==> src/rtl/mdu_ctrl.sv <==
// mdu_ctrl: multi-cycle MULT/MULTU/DIV/DIVU sequencer producing HI/LO write data.
// Define MDU_DIV_ZERO_SKIP_EN to retire divide-by-zero one cycle after accept.
module mdu_ctrl (
    input  logic        clk,
    input  logic        rst,
    input  logic        req_valid,
    input  logic [1:0]  op_kind,
    input  logic [31:0] src_a,
    input  logic [31:0] src_b,
    input  logic        flush,
    output logic        stall_o,
    output logic        hilo_we,
    output logic [31:0] hi_o,
    output logic [31:0] lo_o,
    output logic        busy_o
);
    typedef enum logic [2:0] {IDLE, MUL, DIV, SIGN, DONE} state_e;
    state_e state_q, state_d;
    logic [1:0] op_q, op_d;
    logic sa_q, sa_d, sb_q, sb_d;
    logic [31:0] a_q, a_d, b_q, b_d, hi_q, hi_d, lo_q, lo_d;
    logic [4:0] cnt_q, cnt_d;
    logic accept, is_signed;
    logic [31:0] abs_a, abs_b;
    logic [63:0] prod;
    logic [32:0] trial;
    assign accept = state_q == IDLE && req_valid && !flush && !rst;
    assign is_signed = !op_kind[0];
    assign abs_a = (is_signed && src_a[31]) ? -src_a : src_a;
    assign abs_b = (is_signed && src_b[31]) ? -src_b : src_b;
    assign prod = {32'd0, a_q} * {32'd0, b_q};
    // While dividing, hi_q is the partial remainder and lo_q shifts dividend out / quotient in.
    assign trial = {hi_q, lo_q[31]} - {1'b0, b_q};
    assign hilo_we = state_q == DONE && !flush;
    assign busy_o = state_q != IDLE;
    assign hi_o = hi_q;
    assign lo_o = lo_q;
    always_comb begin
        state_d = state_q;
        op_d = op_q;
        sa_d = sa_q;
        sb_d = sb_q;
        a_d = a_q;
        b_d = b_q;
        hi_d = hi_q;
        lo_d = lo_q;
        cnt_d = cnt_q;
        stall_o = 1'b0;
        case (state_q)
            IDLE: if (accept) begin
                stall_o = 1'b1;
                op_d = op_kind;
                sa_d = is_signed & src_a[31];
                sb_d = is_signed & src_b[31];
                a_d = abs_a;
                b_d = abs_b;
                hi_d = '0;
                lo_d = abs_a;
                cnt_d = '0;
                state_d = op_kind[1] ? DIV : MUL;
`ifdef MDU_DIV_ZERO_SKIP_EN
                if (op_kind[1] && src_b == '0) begin
                    hi_d = src_a;
                    lo_d = '1;
                    state_d = DONE;
                end
`endif
            end
            MUL: begin
                stall_o = 1'b1;
                {hi_d, lo_d} = (!op_q[0] && (sa_q ^ sb_q)) ? -prod : prod;
                state_d = DONE;
            end
            DIV: begin
                stall_o = 1'b1;
                hi_d = trial[32] ? {hi_q[30:0], lo_q[31]} : trial[31:0];
                lo_d = {lo_q[30:0], ~trial[32]};
                cnt_d = cnt_q + 5'd1;
                state_d = (cnt_q == 5'd31) ? SIGN : DIV;
            end
            SIGN: begin
                stall_o = 1'b1;
                lo_d = (op_q == 2'b10 && (sa_q ^ sb_q)) ? -lo_q : lo_q;
                hi_d = (op_q == 2'b10 && sa_q) ? -hi_q : hi_q;
                state_d = DONE;
            end
            DONE: state_d = IDLE;
            default: state_d = IDLE;
        endcase
        if (flush) state_d = IDLE;
    end
    always_ff @(posedge clk) begin
        if (rst) begin
            state_q <= IDLE;
            op_q <= '0;
            sa_q <= 1'b0;
            sb_q <= 1'b0;
            a_q <= '0;
            b_q <= '0;
            hi_q <= '0;
            lo_q <= '0;
            cnt_q <= '0;
        end else begin
            state_q <= state_d;
            op_q <= op_d;
            sa_q <= sa_d;
            sb_q <= sb_d;
            a_q <= a_d;
            b_q <= b_d;
            hi_q <= hi_d;
            lo_q <= lo_d;
            cnt_q <= cnt_d;
        end
    end
endmodule

==> config.mk <==
export PLATFORM = sky130hd
export DESIGN_NAME = mdu_ctrl
export DESIGN_NICKNAME = d
export VERILOG_FILES = /design/src/rtl/mdu_ctrl.sv
export SDC_FILE = /design/constraint.sdc
export NUM_CORES = 2
export LEC_CHECK = 0
export ABC_AREA = 1
export CAP_MARGIN = 0
export CELL_PAD_IN_SITES_DETAIL_PLACEMENT = 1
export CELL_PAD_IN_SITES_GLOBAL_PLACEMENT = 1
export CORE_UTILIZATION = 53
export CTS_CLUSTER_SIZE = 14
export DETAILED_ROUTE_END_ITERATION = 10
export DONT_BUFFER_PORTS = 1
export PLACE_DENSITY_LB_ADDON = 0.12
export SLEW_MARGIN = 5
export SYNTH_ARGS = -nofsm -noshare
export SYNTH_HDL_FRONTEND = slang
export SYNTH_SLANG_ARGS = --single-unit
==> constraint.sdc <==
create_clock -name clk -period 19.15 [get_ports clk]
set_input_delay 2.8725 -clock clk [delete_from_list [all_inputs] [get_ports clk]]
set_output_delay 2.8725 -clock clk [all_outputs]
set_load 0.02 [all_outputs]
* After elaboration in Yosys (flattened, before gate mapping) *
Cells that the tools add are included.

storage, ports and cells
  bits in registers = 140
  bits in latches = 0
  bits in writable memories = 0
  ROM bits = 0
  input port bits = 70
  output and inout bits = 67
  logic and storage cells = 72
  memories = 0

operators by class
  add/sub/neg operators = 7
  multipliers = 1
  divide/modulo/power cells = 0
  magnitude comparators = 0
  equal/unequal tests = 9
  shift-type cells = 0
  mux-type cells = 18
  bitwise logic cells = 4
  reduce and logical (&&, ||, !) cells = 24

operators by type and width
  kind                   number
  $pmux W32 S4           2
  $mux W32               7
  $neg A32 Y32           4
  $mul A32 B32 Y64       1
  $mux W64               1
  $neg A64 Y64           1
  $sub A33 B32 Y33       1
  $pmux W5 S2            1
  $logic_and A1 B1 Y1    9
  $pmux W3 S3            1
  $eq A3 B2 Y1 const B   2
  $ne A2 B2 Y1 const B   3
  $reduce_and A3 Y1      2
  $add A5 B1 Y5 const B  1
  $eq A5 B5 Y1 const B   1
  $mux W5                1
  $logic_not A1 Y1       4
  $reduce_and A2 Y1      2
  $reduce_bool A4 Y1     1
  $reduce_or A2 Y1       2
  $eq A3 B1 Y1 const B   1
  $eq A3 B3 Y1 const B   1
  $logic_not A3 Y1       1
  $mux W3                1
  10 further kinds       12

* Longest topological paths before layout *
  depth in word-level cells = 6
  mapped depth = 44
  depth with buffers taken out = 42

* Worst setup path before layout *
OpenSTA, ideal clock, no wires.

  kind = register -> register
  start point = reg b_q[10]
  end point = reg hi_q[28], in the netlist hi_o[28]
  setup time = 137 ps
  arrival = 6940 ps
  data required time = 19013 ps
  slack = 12073 ps
  stages on the path, launching flop included = 39
  path buffers = 2
  cells stage by stage = dfxtp_1 > clkbuf_1 > clkbuf_1 > nand2_1 > inv_1 > fa_1 > fa_1 > inv_1 > fa_1 > fa_1 > inv_1 > fa_1 > fa_1 > fa_1 > inv_1 > fa_1 > inv_1 > ha_1 > [... 3 more ...] > nor2_1 > nand2_1 > nand3_1 > inv_1 > nand2_1 > nand2_1 > nand2_2 > nand2_1 > nor2_1 > nand3_1 > nor2_1 > nand2_1 > nand2_1 > nand2_1 > nand3_1 > nand2_1 > nand2_1 > a21oi_1

on the way
  word-level cells in the longest chain between the ends = 4

ends and longest elaborated chain
  item                    line  source
  start, declared         21    logic [31:0] a_q, a_d, b_q, b_d, hi_q, hi_d, lo_q, lo_d;
  start signal, assigned  99    b_q <= '0;
  start signal, assigned  109   b_q <= b_d;
  $mul A32 B32 Y64        31    assign prod = {32'd0, a_q} * {32'd0, b_q};
  $neg A64 Y64            71    {hi_d, lo_d} = (!op_q[0] && (sa_q ^ sb_q)) ? -prod : prod;
  $mux W64                71
  $pmux W32 S4 (*)        49    case (state_q)
  end signal, assigned    110   hi_q <= hi_d;
  end, declared           21

Every way passes the cells marked *; elsewhere a longest branch is shown, timed or not.
A chain may end at the register's enable or synchronous reset.

* Final worst setup path *
  start point = reg b_q[7]
  end point = reg hi_q[1], in the netlist hi_o[1]

The elaborated chain is that of the path after synthesis.

==> results_dict.tcl <==
set metrics [dict create \
    avgSynthCellArea_um2 6.737 \
    crit_required_ps 19520 \
    root_buffer "clkbuf_16" \
    clkSinkCount 140 \
    finalClockSkew_ps 33.00 \
    grt_pass1_vias 52081 \
    hpwl_um 156800 \
    cts_hold_repair.buffers 0 \
    ant_nets 0 \
    dp_cells 8326 \
    vdd_drop_max_uv 62.59 \
    wl_met1_um 75570 \
    htreeDepth 4 \
    p_leak_nw 30.80 \
    critPathKind "reg2reg" \
    synthTopCellsByArea "fa_1 36%, nand2_1 17%, inv_1 15%" \
    yosysSeqAreaShare 0.05667 \
    yosys.area.top_type "fa_1" \
    hold_ws_ps 472.7 \
    wl_met3_um 14250 \
    hp-class "reg2reg" \
    io_buffer_count 0 \
    antenna_found_initial 1 \
    crit_top_cell "fa_1" \
    final_nets 8371 \
    grt_pass1_wl_um 296700 \
    cts.clk_slew.worst_paths_ps 100 \
    clock_latency_ps 500 \
    synth_seq_cells 140 \
    worstSetupStartpointType "flip-flop" \
    drive_gt1_frac 0.03219 \
    grt.total_usage 0.4110 \
    final_cells 8360 \
    tritoncts "yes" \
    synth_nets 8610 \
    die-height_um 307.5 \
    finalHoldViolCount 0 \
    netlist_instances 7341 \
    slew_viol_final 0 \
    wl_per_cell_um 22.81 \
    rsz0062_at_grt "false" \
    critPathMaxFanout 21 \
    tightest_slew_ps 1223 \
    wl_um 190700 \
    firstDrtPassIters 5 \
    end_kind "flip-flop" \
    period_needed_ps 9268 \
    p_per_area_nw_per_um2 48.05 \
    vias 47167 \
    yosysWarnings 0 \
    viasPerCell 5.642 \
    status "finished clean" \
    drv.max_cap_violation_count 0 \
    max_stage_delay_ps 1140 \
    synth_edf_count 0 \
    fp.dieW_um 307.5 \
    cpMaxStageDelayCell "dfxtp_1" \
    grt_max_degree 83 \
    io_pins 137 \
    synthFlopType "dfxtp_1" \
    fin_crit_sh 0.4839 \
    worstPathArrival_ps 9630 \
    postCtsResizedCells 0 \
    die_area_um2 94530 \
    relSlewSlack 0.1834 \
    rows 111 \
    ys_async_sr_fraction 0 \
    netlist_area_um2 49450 \
    grt_overflow 0 \
    fmax_mhz 107.9 \
    fin_setup_tns_ps 0 \
    met2_length_um 92490 \
    core_um2 92080 \
    start_util 0.5371 \
    numCtsBuffers 17 \
    cts_buffer_depth 2 \
    route.detailed.drc 0 \
    highest_layer "met4" \
    setup_viol 0 \
    gp_congestion 0.9851 \
    drt-initial-drc-count 3239 \
    ys_types 53 \
    synth_top_area_frac 0.3631 \
    area_growth_pct 2.998 \
    postCtsSetupBuffers 0 \
]
==> registers in the layout (all words and copies together), names as in the netlist <==
name     flops
hi_o        32
a_q         32
b_q         32
lo_o        32
op_q         2
sb_q         1
cnt_q        5
state_q      3
sa_q         1
==> synth_stat cells (15+ instances only) <==
cell type	n
nor2_1	325
inv_1	1984
o21ai_0	207
nand4_1	40
xor2_1	35
clkbuf_1	325
nand2_2	35
o211ai_1	36
nand3b_1	15
nor3_1	55
nor4_1	23
a21oi_1	244
nand3_1	272
nand2_1	2185
ha_1	302
fa_1	897
xnor2_1	37
nor2_2	21
dfxtp_1	140
==> final cells by class <==
cell class	instances	area, µm²
clock buffer	17	425.4
inverter	2005	7526
sequential	140	2803
antenna	2	5.005
tap	1243	1555
clock inverter	15	143.9
multi-input combinational	4857	37870
timing repair buffer	81	608.1
fill	12492	41140
==> critical path, delay by kind of cell (launching register included) <==
kind	cells	cell delay (ps)
adder cells (fa/ha/maj)	9	4270
AO/OA/AOI/OAI	3	870
buffers and inverters	7	810
flip-flops	1	1140
AND/OR/NAND/NOR	14	2030
==> stage by stage <==
stage,util,cell area [µm²],power (mW),worst slack [ps]
floorplan,-,49450,1.458,12070
global placement,0.5469,50360,1.980,10310
detailed placement,0.5469,50360,2.044,10100
CTS,0.5531,50930,2.416,10080
global route,0.5532,50930,2.615,9580
finish,0.5532,50940,2.448,9882
==> layout by cell type, fill, tap and decap left out, drive strengths merged <==
cell type  instances
a31oi             12
a21boi             4
o221ai             5
a211oi             2
xor2              35
nand2           2221
a21o               8
o21bai             8
nor3b              1
inv             2009
nor4              23
a21oi            250
xnor2             39
nand4             40
ha               302
a31o               1
o2111ai           14
a2111oi            1
clkinv            10
o311ai             1
fa               897
nand3            278
buf               81
and2               4
o31ai              9
dfxtp            140
o211ai            36
o21a               4
or2               15
a41oi              1
clkbuf            17
a32oi              3
a221oi             2
o21ai            217
nor2             353
nor3              56
nand3b            15
clkinvlp           1
diode              2
==> report_power, final <==
group / internal [mW] / switching, mW / leakage (nW)
clock: 0.173 / 0.180 / 0.280
sequential: 0.306 / 0.0237 / 1.14
combinational: 0.535 / 1.23 / 29.4
total: 1.01 / 1.43 / 30.8
==> cell families after synthesis <==
group / share of synthesized area
buffers and inverters: 0.1782
flip-flops: 0.05667
XOR/XNOR: 0.01341
AND/OR/NAND/NOR: 0.2469
AO/OA/AOI/OAI: 0.06528
adder cells (fa/ha/maj): 0.4395
==> final timing paths <==
path | endpoint | depth (start not counted) | startpoint | slack [ps]
worst max-delay path | hi_o[1] | 33 | b_q[7] | 9880
worst min-delay path | cnt_q[4] | 2 | cnt_q[4] | 470
worst max register to register | hi_o[1] | 33 | b_q[7] | 9880
worst min register to register | cnt_q[4] | 2 | cnt_q[4] | 470
==> metal layers <==
metal | up-vias | GRT usage
li1 | 20791 | -
met1 | 23885 | 0.5114
met2 | 1928 | 0.7047
met3 | 563 | 0.06779
met4 | 0 | 0.1736
met5 | - | 0
Note: power is estimated with default switching activity, not from simulation.
